### config.mk
export PLATFORM = sky130hd
export DESIGN_NAME = rotor_stepper
export DESIGN_NICKNAME = d
export VERILOG_FILES = /design/src/rtl/enigma_pkg.sv /design/src/rtl/rotor_pos_counter.sv /design/src/rtl/rotor_stepper.sv
export SDC_FILE = /design/constraint.sdc
export NUM_CORES = 1
export LEC_CHECK = 0
export ABC_AREA = 1
export CORE_MARGIN = 4
export CORE_UTILIZATION = 48
export CTS_CLUSTER_DIAMETER = 40
export DETAILED_ROUTE_END_ITERATION = 6
export PLACE_DENSITY = 0.77
export SLEW_MARGIN = 20
export SYNTH_ARGS = -nofsm -noshare
export SYNTH_HDL_FRONTEND = slang
export SYNTH_SLANG_ARGS = --single-unit
export TNS_END_PERCENT = 10
### constraint.sdc
create_clock -name clk -period 2.2 [get_ports clk]
set_clock_uncertainty 0.1 [all_clocks]
set_input_delay 0.44 -clock clk [delete_from_list [all_inputs] [get_ports clk]]
set_output_delay 0.44 -clock clk [all_outputs]
set_load 0.1 [all_outputs]
### src/rtl/enigma_pkg.sv
// Shared types and constants for the Enigma rotor datapath.
package enigma_pkg;

    localparam int unsigned ALPHA_LEN = 26;
    localparam int unsigned POS_W     = 5;
    localparam int unsigned CNT_W     = 16;

    typedef logic [ALPHA_LEN-1:0] letter_t;
    typedef logic [POS_W-1:0]     pos_t;

    localparam pos_t NOTCH_I   = 5'd16;
    localparam pos_t NOTCH_II  = 5'd4;
    localparam pos_t NOTCH_III = 5'd21;
    localparam pos_t POS_MAX   = pos_t'(ALPHA_LEN - 1);

    typedef enum logic {
        IDLE    = 1'b0,
        PRESSED = 1'b1
    } key_state_e;

    // Single conditional subtraction: enough for any 5-bit input.
    function automatic pos_t mod_alpha(input pos_t v);
        return (v >= pos_t'(ALPHA_LEN)) ? v - pos_t'(ALPHA_LEN) : v;
    endfunction

    function automatic logic is_onehot(input letter_t v);
        return (v != '0) && ((v & (v - letter_t'(1))) == '0);
    endfunction

endpackage

### src/rtl/rotor_pos_counter.sv
// Mod-26 rotor position register with load, step enable and registered notch flag.
module rotor_pos_counter
    import enigma_pkg::*;
#(
    parameter logic [4:0] NOTCH = NOTCH_III
) (
    input  logic       clk,
    input  logic       reset,
    input  logic       load_en,
    input  logic [4:0] load_val,
    input  logic       step,
    output logic [4:0] pos,
    output logic       at_notch
);

    pos_t pos_nxt;

    // Load has priority over step.
    always_comb begin
        pos_nxt = pos;
        if (load_en) begin
            pos_nxt = mod_alpha(load_val);
        end else if (step) begin
            pos_nxt = (pos == POS_MAX) ? '0 : pos + pos_t'(1);
        end
    end

    always_ff @(posedge clk or posedge reset) begin
        if (reset) begin
            pos      <= '0;
            at_notch <= (NOTCH == 5'd0);
        end else begin
            pos      <= pos_nxt;
            at_notch <= (pos_nxt == NOTCH);
        end
    end

endmodule

### src/rtl/rotor_stepper.sv
// Key-press capture and three-rotor Enigma stepping with double step.
// Optional build macro STEP_COUNT_EN adds the key_count output.
module rotor_stepper
    import enigma_pkg::*;
#(
    parameter logic [4:0] NOTCH_L = NOTCH_I,
    parameter logic [4:0] NOTCH_M = NOTCH_II,
    parameter logic [4:0] NOTCH_R = NOTCH_III
) (
    input  logic        clk,
    input  logic        reset,
    input  logic [25:0] key_in,
    input  logic        key_down,
    input  logic        load_en,
    input  logic [4:0]  load_l,
    input  logic [4:0]  load_m,
    input  logic [4:0]  load_r,
    output logic [4:0]  pos_l,
    output logic [4:0]  pos_m,
    output logic [4:0]  pos_r,
    output logic [25:0] letter_out,
    output logic        letter_vld,
    output logic        key_err
`ifdef STEP_COUNT_EN
    ,
    output logic [15:0] key_count
`endif
);

    key_state_e state, state_nxt;
    logic       do_step;
    logic       do_cap;
    logic       do_err;
    logic       notch_l, notch_m, notch_r;
    logic       step_l, step_m;
    logic       unused_status;

    always_ff @(posedge clk or posedge reset) begin
        if (reset) state <= IDLE;
        else       state <= state_nxt;
    end

    // A press is consumed on the IDLE->PRESSED edge; a simultaneous load suppresses it.
    always_comb begin
        state_nxt = state;
        do_step   = 1'b0;
        do_cap    = 1'b0;
        do_err    = 1'b0;
        case (state)
            IDLE: begin
                if (key_down) begin
                    state_nxt = PRESSED;
                    if (!load_en) begin
                        if (is_onehot(key_in)) begin
                            do_step = 1'b1;
                            do_cap  = 1'b1;
                        end else begin
                            do_err  = 1'b1;
                        end
                    end
                end
            end
            PRESSED: begin
                if (!key_down) state_nxt = IDLE;
            end
            default: state_nxt = IDLE;
        endcase
    end

    // Notch flags reflect the pre-step positions, giving the middle-rotor double step.
    assign step_m = do_step && (notch_r || notch_m);
    assign step_l = do_step && notch_m;

    rotor_pos_counter #(.NOTCH(NOTCH_L)) u_left (
        .clk      (clk),
        .reset    (reset),
        .load_en  (load_en),
        .load_val (load_l),
        .step     (step_l),
        .pos      (pos_l),
        .at_notch (notch_l)
    );

    rotor_pos_counter #(.NOTCH(NOTCH_M)) u_middle (
        .clk      (clk),
        .reset    (reset),
        .load_en  (load_en),
        .load_val (load_m),
        .step     (step_m),
        .pos      (pos_m),
        .at_notch (notch_m)
    );

    rotor_pos_counter #(.NOTCH(NOTCH_R)) u_right (
        .clk      (clk),
        .reset    (reset),
        .load_en  (load_en),
        .load_val (load_r),
        .step     (do_step),
        .pos      (pos_r),
        .at_notch (notch_r)
    );

    // Left notch is status only; nothing downstream of it steps.
    assign unused_status = notch_l;

    always_ff @(posedge clk or posedge reset) begin
        if (reset) begin
            letter_out <= '0;
            letter_vld <= 1'b0;
            key_err    <= 1'b0;
        end else begin
            if (do_cap) letter_out <= key_in;
            letter_vld <= do_cap;
            key_err    <= do_err;
        end
    end

`ifdef STEP_COUNT_EN
    always_ff @(posedge clk or posedge reset) begin
        if (reset)        key_count <= '0;
        else if (load_en) key_count <= '0;
        else if (do_cap)  key_count <= key_count + CNT_W'(1);
    end
`endif

endmodule

---- Word level (Yosys, flattened, before mapping) ----
Index checks and enable logic that the tools add are counted.
storage, ports and cells
  register bits ........................... 46
  output and inout bits ................... 43
  bits of input ports ..................... 45
operators by class
  magnitude comparators ................... 3
  reduce and logical (&&, ||, !) cells .... 7
  add/subtract/negate cells ............... 7
  eq/ne operators ......................... 5
  multiplexer cells ....................... 21
  bitwise gates (word level) .............. 1
operators by type and width
  operator                 count
  $mux W5                  12
  $and A26 B26 Y26         1
  $logic_not A26 Y1        1
  $reduce_bool A26 Y1      1
  $sub A26 B1 Y26 const B  1
  $eq A5 B5 Y1 const B     4
  $add A5 B1 Y5 const B    3
  $ge A5 B5 Y1 const B     3
  $sub A5 B5 Y5 const B    3
  $mux W1                  9
  $eq A5 B3 Y1 const B     1
  $logic_and A1 B1 Y1      3
  $reduce_bool A2 Y1       1
  $logic_or A1 B1 Y1       1

---- Depth between registers and ports, before layout ----
  depth in word-level cells ............... 12
  mapped depth ............................ 18
  mapped depth without buffers ............ 18

---- Hierarchy ----
From an unflattened synthesis, not the netlist that was laid out.
unflattened totals
  cell total of the unflattened synthesis .. 492
  area, all modules ....................... 3,373.2 um^2
by module, submodules not included
  module                        times used  area an instance (um^2)  cells each
  rotor_stepper                 1           1,805.5                  258
  rotor_pos_counter (u_right)   1           536.8                    79
  rotor_pos_counter (u_middle)  1           533.0                    78
  rotor_pos_counter (u_left)    1           498.0                    77

---- Worst setup path after synthesis ----
OpenSTA, ideal clock, no wires.
  path kind ............................... register -> register
  start ................................... register u_middle.pos[0]
  end ..................................... register u_middle.at_notch
  stages on the path, launching flop included .. 9
  buffers on the path ..................... 0
  arrival time ............................ 2,157 ps
  period minus slack after synthesis ...... 2,372 ps
  setup slack ............................. -172 ps
  data required time ...................... 1,986 ps
  setup time .............................. 114 ps
  cell sequence ........................... dfrtp_1 -> ha_1 -> nand3_1 -> xor2_1 -> or2_2 -> o21ai_1 -> a21boi_1 -> nand2_1 -> nor2_1
on the way
  cells in the longest elaborated chain, start to end .. 5
  elaborated cells on any way between the ends .. 6
  classes of those cells .................. 1 x add/sub; 2 x eq/ne; 3 x mux
RTL lines
  what                                           line                     RTL
  start, declared                                rotor_pos_counter.sv:12  output logic [4:0] pos,
  start signal, assigned                         rotor_pos_counter.sv:33  pos <= pos_nxt;
  $add A5 B1 Y5 or $eq A5 B5 Y1 (tied branches)  rotor_pos_counter.sv:24  pos_nxt = (pos == POS_MAX) ? '0 : pos + pos_t'(1);
  $mux W5                                        rotor_pos_counter.sv:24
  $mux W5 *                                      rotor_pos_counter.sv:23  end else if (step) begin
  $mux W5 *                                      rotor_pos_counter.sv:21  if (load_en) begin
  $eq A5 B3 Y1 *                                 rotor_pos_counter.sv:34  at_notch <= (pos_nxt == NOTCH);
  end signal, assigned                           rotor_pos_counter.sv:31  at_notch <= (NOTCH == 5'd0);
  end signal, assigned                           rotor_pos_counter.sv:34
  end, declared                                  rotor_pos_counter.sv:13  output logic at_notch
Mark *: on every way between the ends. The rest lies on a longest branch, timed or not.
A chain may end at the register's enable or synchronous reset.

---- Worst setup path after layout ----
  start ................................... input port key_in[0]
  end ..................................... register u_middle.at_notch
on the way
  cells in the longest elaborated chain, start to end .. 12
  elaborated cells on any way between the ends .. 13
  classes of those cells .................. 1 x add/sub; 1 x eq/ne; 6 x mux; 1 x bitwise; 4 x reduce/logical
RTL lines
  what                     line                     RTL
  start, declared          rotor_stepper.sv:12      input logic [25:0] key_in,
  $sub A26 B1 Y26          enigma_pkg.sv:27         return (v != '0) && ((v & (v - letter_t'(1))) == '0);
  $and A26 B26 Y26         enigma_pkg.sv:27
  $logic_not A26 Y1        enigma_pkg.sv:27
  $logic_and A1 B1 Y1 *    enigma_pkg.sv:27
  $mux W1 *                rotor_stepper.sv:54      if (is_onehot(key_in)) begin
  $mux W1 *                rotor_stepper.sv:53      if (!load_en) begin
  $mux W1 *                rotor_stepper.sv:51      if (key_down) begin
  $mux W1 *                rotor_stepper.sv:49      case (state)
  $logic_and A1 B1 Y1 *    rotor_stepper.sv:71      assign step_m = do_step && (notch_r || notch_m);
  $mux W5 *                rotor_pos_counter.sv:23
  $mux W5 *                rotor_pos_counter.sv:21
  via u_middle.pos_nxt[0]  rotor_pos_counter.sv:16  pos_t pos_nxt;
  $eq A5 B3 Y1 *           rotor_pos_counter.sv:34
The timed path passes the listed nets; every way through them passes the cells marked *.

==> flow_summary_export.csv <==
group,metric,value,unit
global_routing,grt_max_degree,36,
clock_network,cts-root-buf,"clkbuf_8",
timing,slew_violations,0,
cells_and_area,finalNonFillerCells,694,
logic_synthesis,synth_seq_cells,46,
worst_setup_path,max_stage_delay,0.22,ns
power,clkPwrFrac,23.6,%
worst_setup_path,cp.arrival,2.51,ns
cells_and_area,fill_cells,436,
power,power.share.combinational,36.6,%
timing,worst_pin_slew,0.4231,ns
logic_synthesis,synth-async-reset-ratio,100.0,%
drt,route.vias.total,3699,
global_routing,antenna_found_initial,0,
worst_setup_path,cp.buffers_inverters,2,
place,placed_area,4293,µm²
power,swShare,40.20,%
timing,finalSetupViolCount,33,
clock_network,cts_buffer_depth,2,
power,p_int,1.406,mW
timing,period_share,107.8,%
worst_setup_path,path_class,"in -> reg",
power,p_leak,2.553,nW
worst_setup_path,cp_slowest_cell,"nor2_4",
clock_network,clock_sinks,46,
drt,finalWirelength,10560,µm
floorplanning,core,6096,µm²
power,seq_power_share,39.8,%
worst_setup_path,worstPathCellList,"buf_8 > nor2_4 > nand2_2 > nor2_4 > nand3_2 > nand2_2 > nand2_1 > nor2_2 > nand2_2 > nor2_4 > buf_6 > nand4_4 > nand2_1 > nand2_1 > nand2_1 > nand2_2 > nor2_2 > nand2_1 > nor2_1",
timing,fmax,421.5,MHz
timing,hold_viol,0,
clock_network,htree_levels,2,
drt,drt_iter0_markers,230,
global_routing,track_usage,25.41,%
place,io_buffer_count,87,
flow_run,drv_cap,0,
clock_network,clk_latency,0.31,ns
logic_synthesis,synth_top_area_share,37.22,%
logic_synthesis,synth_cell_type_count,38,
drt,wl_per_cell,15.22,µm
worst_setup_path,critPathTopFamily,"simple AND/OR/NAND/NOR gates",
logic_synthesis,synth-main-ff-cell,"dfrtp_1",
cells_and_area,diodes,0,
worst_setup_path,required,2.33,ns
logic_synthesis,synth-seq-area-share,37.22,%
cells_and_area,area_growth,57.04,%
logic_synthesis,synthesis.area,3093,µm²
clock_network,cts_buffers,5,
logic_synthesis,synth-edff-count,0,
timing,setup_slack,-0.1722,ns
outcome,status,"finished with violations",
power,p_per_area,484.2,nW/µm²
floorplanning,die_area,7792,µm²
drt,routed_via_density,5.330,
logic_synthesis,netlist_top_cells_count,"180 x nand2_1, 63 x nor2_1, 49 x inv_1, 46 x dfrtp_1, 24 x nand3_1",
floorplanning,rows,28,
floorplanning,start_util,50.74,%
clock_network,clk_pin_slew,0.10,ns
logic_synthesis,synth_nets,519,
place,hpwl,7241,µm
worst_setup_path,worst_path_most_repeated_cell,"nand2_1",
cells_and_area,final_cell_area,4857,µm²
global_routing,grt_pass1_wl,15670,µm
worst_setup_path,critPathMaxFanout,8,
cells_and_area,final_nets,672,
logic_synthesis,yosys-top-cells-area,"dfrtp_1 37%, nand2_1 22%, nor2_1 7.6%",
timing,relSlewSlack,71.67,%
cells_and_area,drive_gt1_share,38.29,%
floorplanning,pin_count,88,
logic_synthesis,synth_area_per_cell,6.652,µm²
worst_setup_path,start_kind,"input port",
floorplanning,fp.dieH,88.27,µm
power,peakVddDrop,0.4428,mV
place,gp_congestion,0.9022,
timing,fin_crit,2.372,ns
floorplanning,die_x,88.27,µm
drt,drt-pass1-iter-count,5,
clock_network,tritoncts,"done",
power,power.switching,945.5,µW
logic_synthesis,synth_top_area_cell,"dfrtp_1",
outcome,violations,"setup timing",
timing,rsz0062_at_grt,"yes",
global_routing,first_global_vias,3384,
logic_synthesis,yosys_warnings,0,
min_path,hp-class,"in -> async",
global_routing,overflow,0,
power,p_total,2.352,mW
place,pre_cts_slack,-0.8712,ns
place,place_inst,668,
worst_setup_path,endpoint_kind,"flip-flop",
drt,drc,0,
logic_synthesis,syn_inst,465,
logic_synthesis,synth_most_common_cell,"nand2_1",
drt,drtAntennaViolNets,0,
-- final timing paths --
path                                 start           endpoint  slack (ns)  depth (start not counted)
max                              key_in[0]  u_middle.at_notch       -0.17                         19
min                                  reset     letter_out[15]        0.28                          2
max reg2reg                u_middle.pos[0]  u_middle.at_notch        0.43                          8
min reg2reg                          state            key_err        0.38                          1
max in group asynchronous            reset    u_middle.pos[1]        1.22                          3
min in group clk                key_in[20]     letter_out[20]        0.31                          3
-- layout make-up --
cell class,instances,area [µm²],area share (%)
Clock inverter,3,25.02,0.5152
Inverter,50,195.2,4.019
Sequential cell,46,1154,23.75
Clock buffer,5,68.82,1.417
Multi-Input combinational cell,362,2057,42.35
Timing Repair Buffer,153,1264,26.02
Tap cell,75,93.84,1.932
-- repair_timing --
action	4_1_cts	5_1_grt
endpoints found under the setup margin	45	44
cloned	1	1
buffers inserted	12	4
pin swaps	46	26
resized for setup	123	80
hold buffers	0	0
-- layer usage --
layer	wire length, µm	track usage (%)	vias to the layer above
met4	260	7.280	0
met3	703	4.562	32
met5	0	0	-
li1	-	-	1789
met2	5153	41.74	149
met1	4446	34.44	1729
-- layout by cell type (no fill, tap or decap), types with 7 or more instances in the layout --
master           instances
o21ai_1                  7
o21ai_0                 10
buf_6                    7
nor2_4                  17
buf_2                    8
nor2_1                  33
ha_1                     9
xor2_1                   8
dfrtp_1                 44
clkdlybuf4s50_1         19
buf_4                  100
nor2_2                  19
nand2_2                 25
nand2_1                155
inv_1                   44
nand3_1                 20
-- power by group through the flow --
stage,Clock [mW],Sequential (mW),Combinational (mW)
floorplan,0,1.19,0.233
global placement,0,0.946,0.759
detailed placement,0,0.948,0.774
CTS,0.565,0.932,0.801
global route,0.605,0.944,0.918
finish,0.554,0.937,0.861
-- state kept, by name, indices dropped and copies added, names as in the netlist --
signal and count:
u_middle.pos 5, u_middle.at_notch 1, u_right.pos 5, state 1, key_err 1, u_right.at_notch 1, letter_out 26, letter_vld 1
u_left.pos 5
-- metrics by stage --
stage	hold slack, ns	util, %	TNS (ns)
5_1_grt	0.3028	79.68	-4.103
2_1_floorplan	0.3105	-	0
4_1_cts	0.2280	75.82	-0.09671
3_5_place_dp	0.3272	70.42	-32.07
6_report	0.2812	79.68	-1.682
3_3_place_gp	0.3185	70.42	-32.71
-- worst register-to-register path, stage by stage, from the launching register on --
cell and delay, ns:
dfrtp_2 0.46, ha_1 0.22, nand4_1 0.13, inv_1 0.08, or2_2 0.30, o21ai_1 0.16
a21boi_2 0.08, nand2_1 0.08, nor2_1 0.05
-- kinds of logic after synthesis --
group	after synthesis	share of synthesized area, %
and+or+nand+nor	295	39.73
AOI/OAI and AO/OA	47	9.224
xor gates and xnor gates	10	2.832
buffers and inverters	58	7.362
DFF	46	37.22
adders and majority gates	9	3.641
Power figures use the tool's default switching activity.
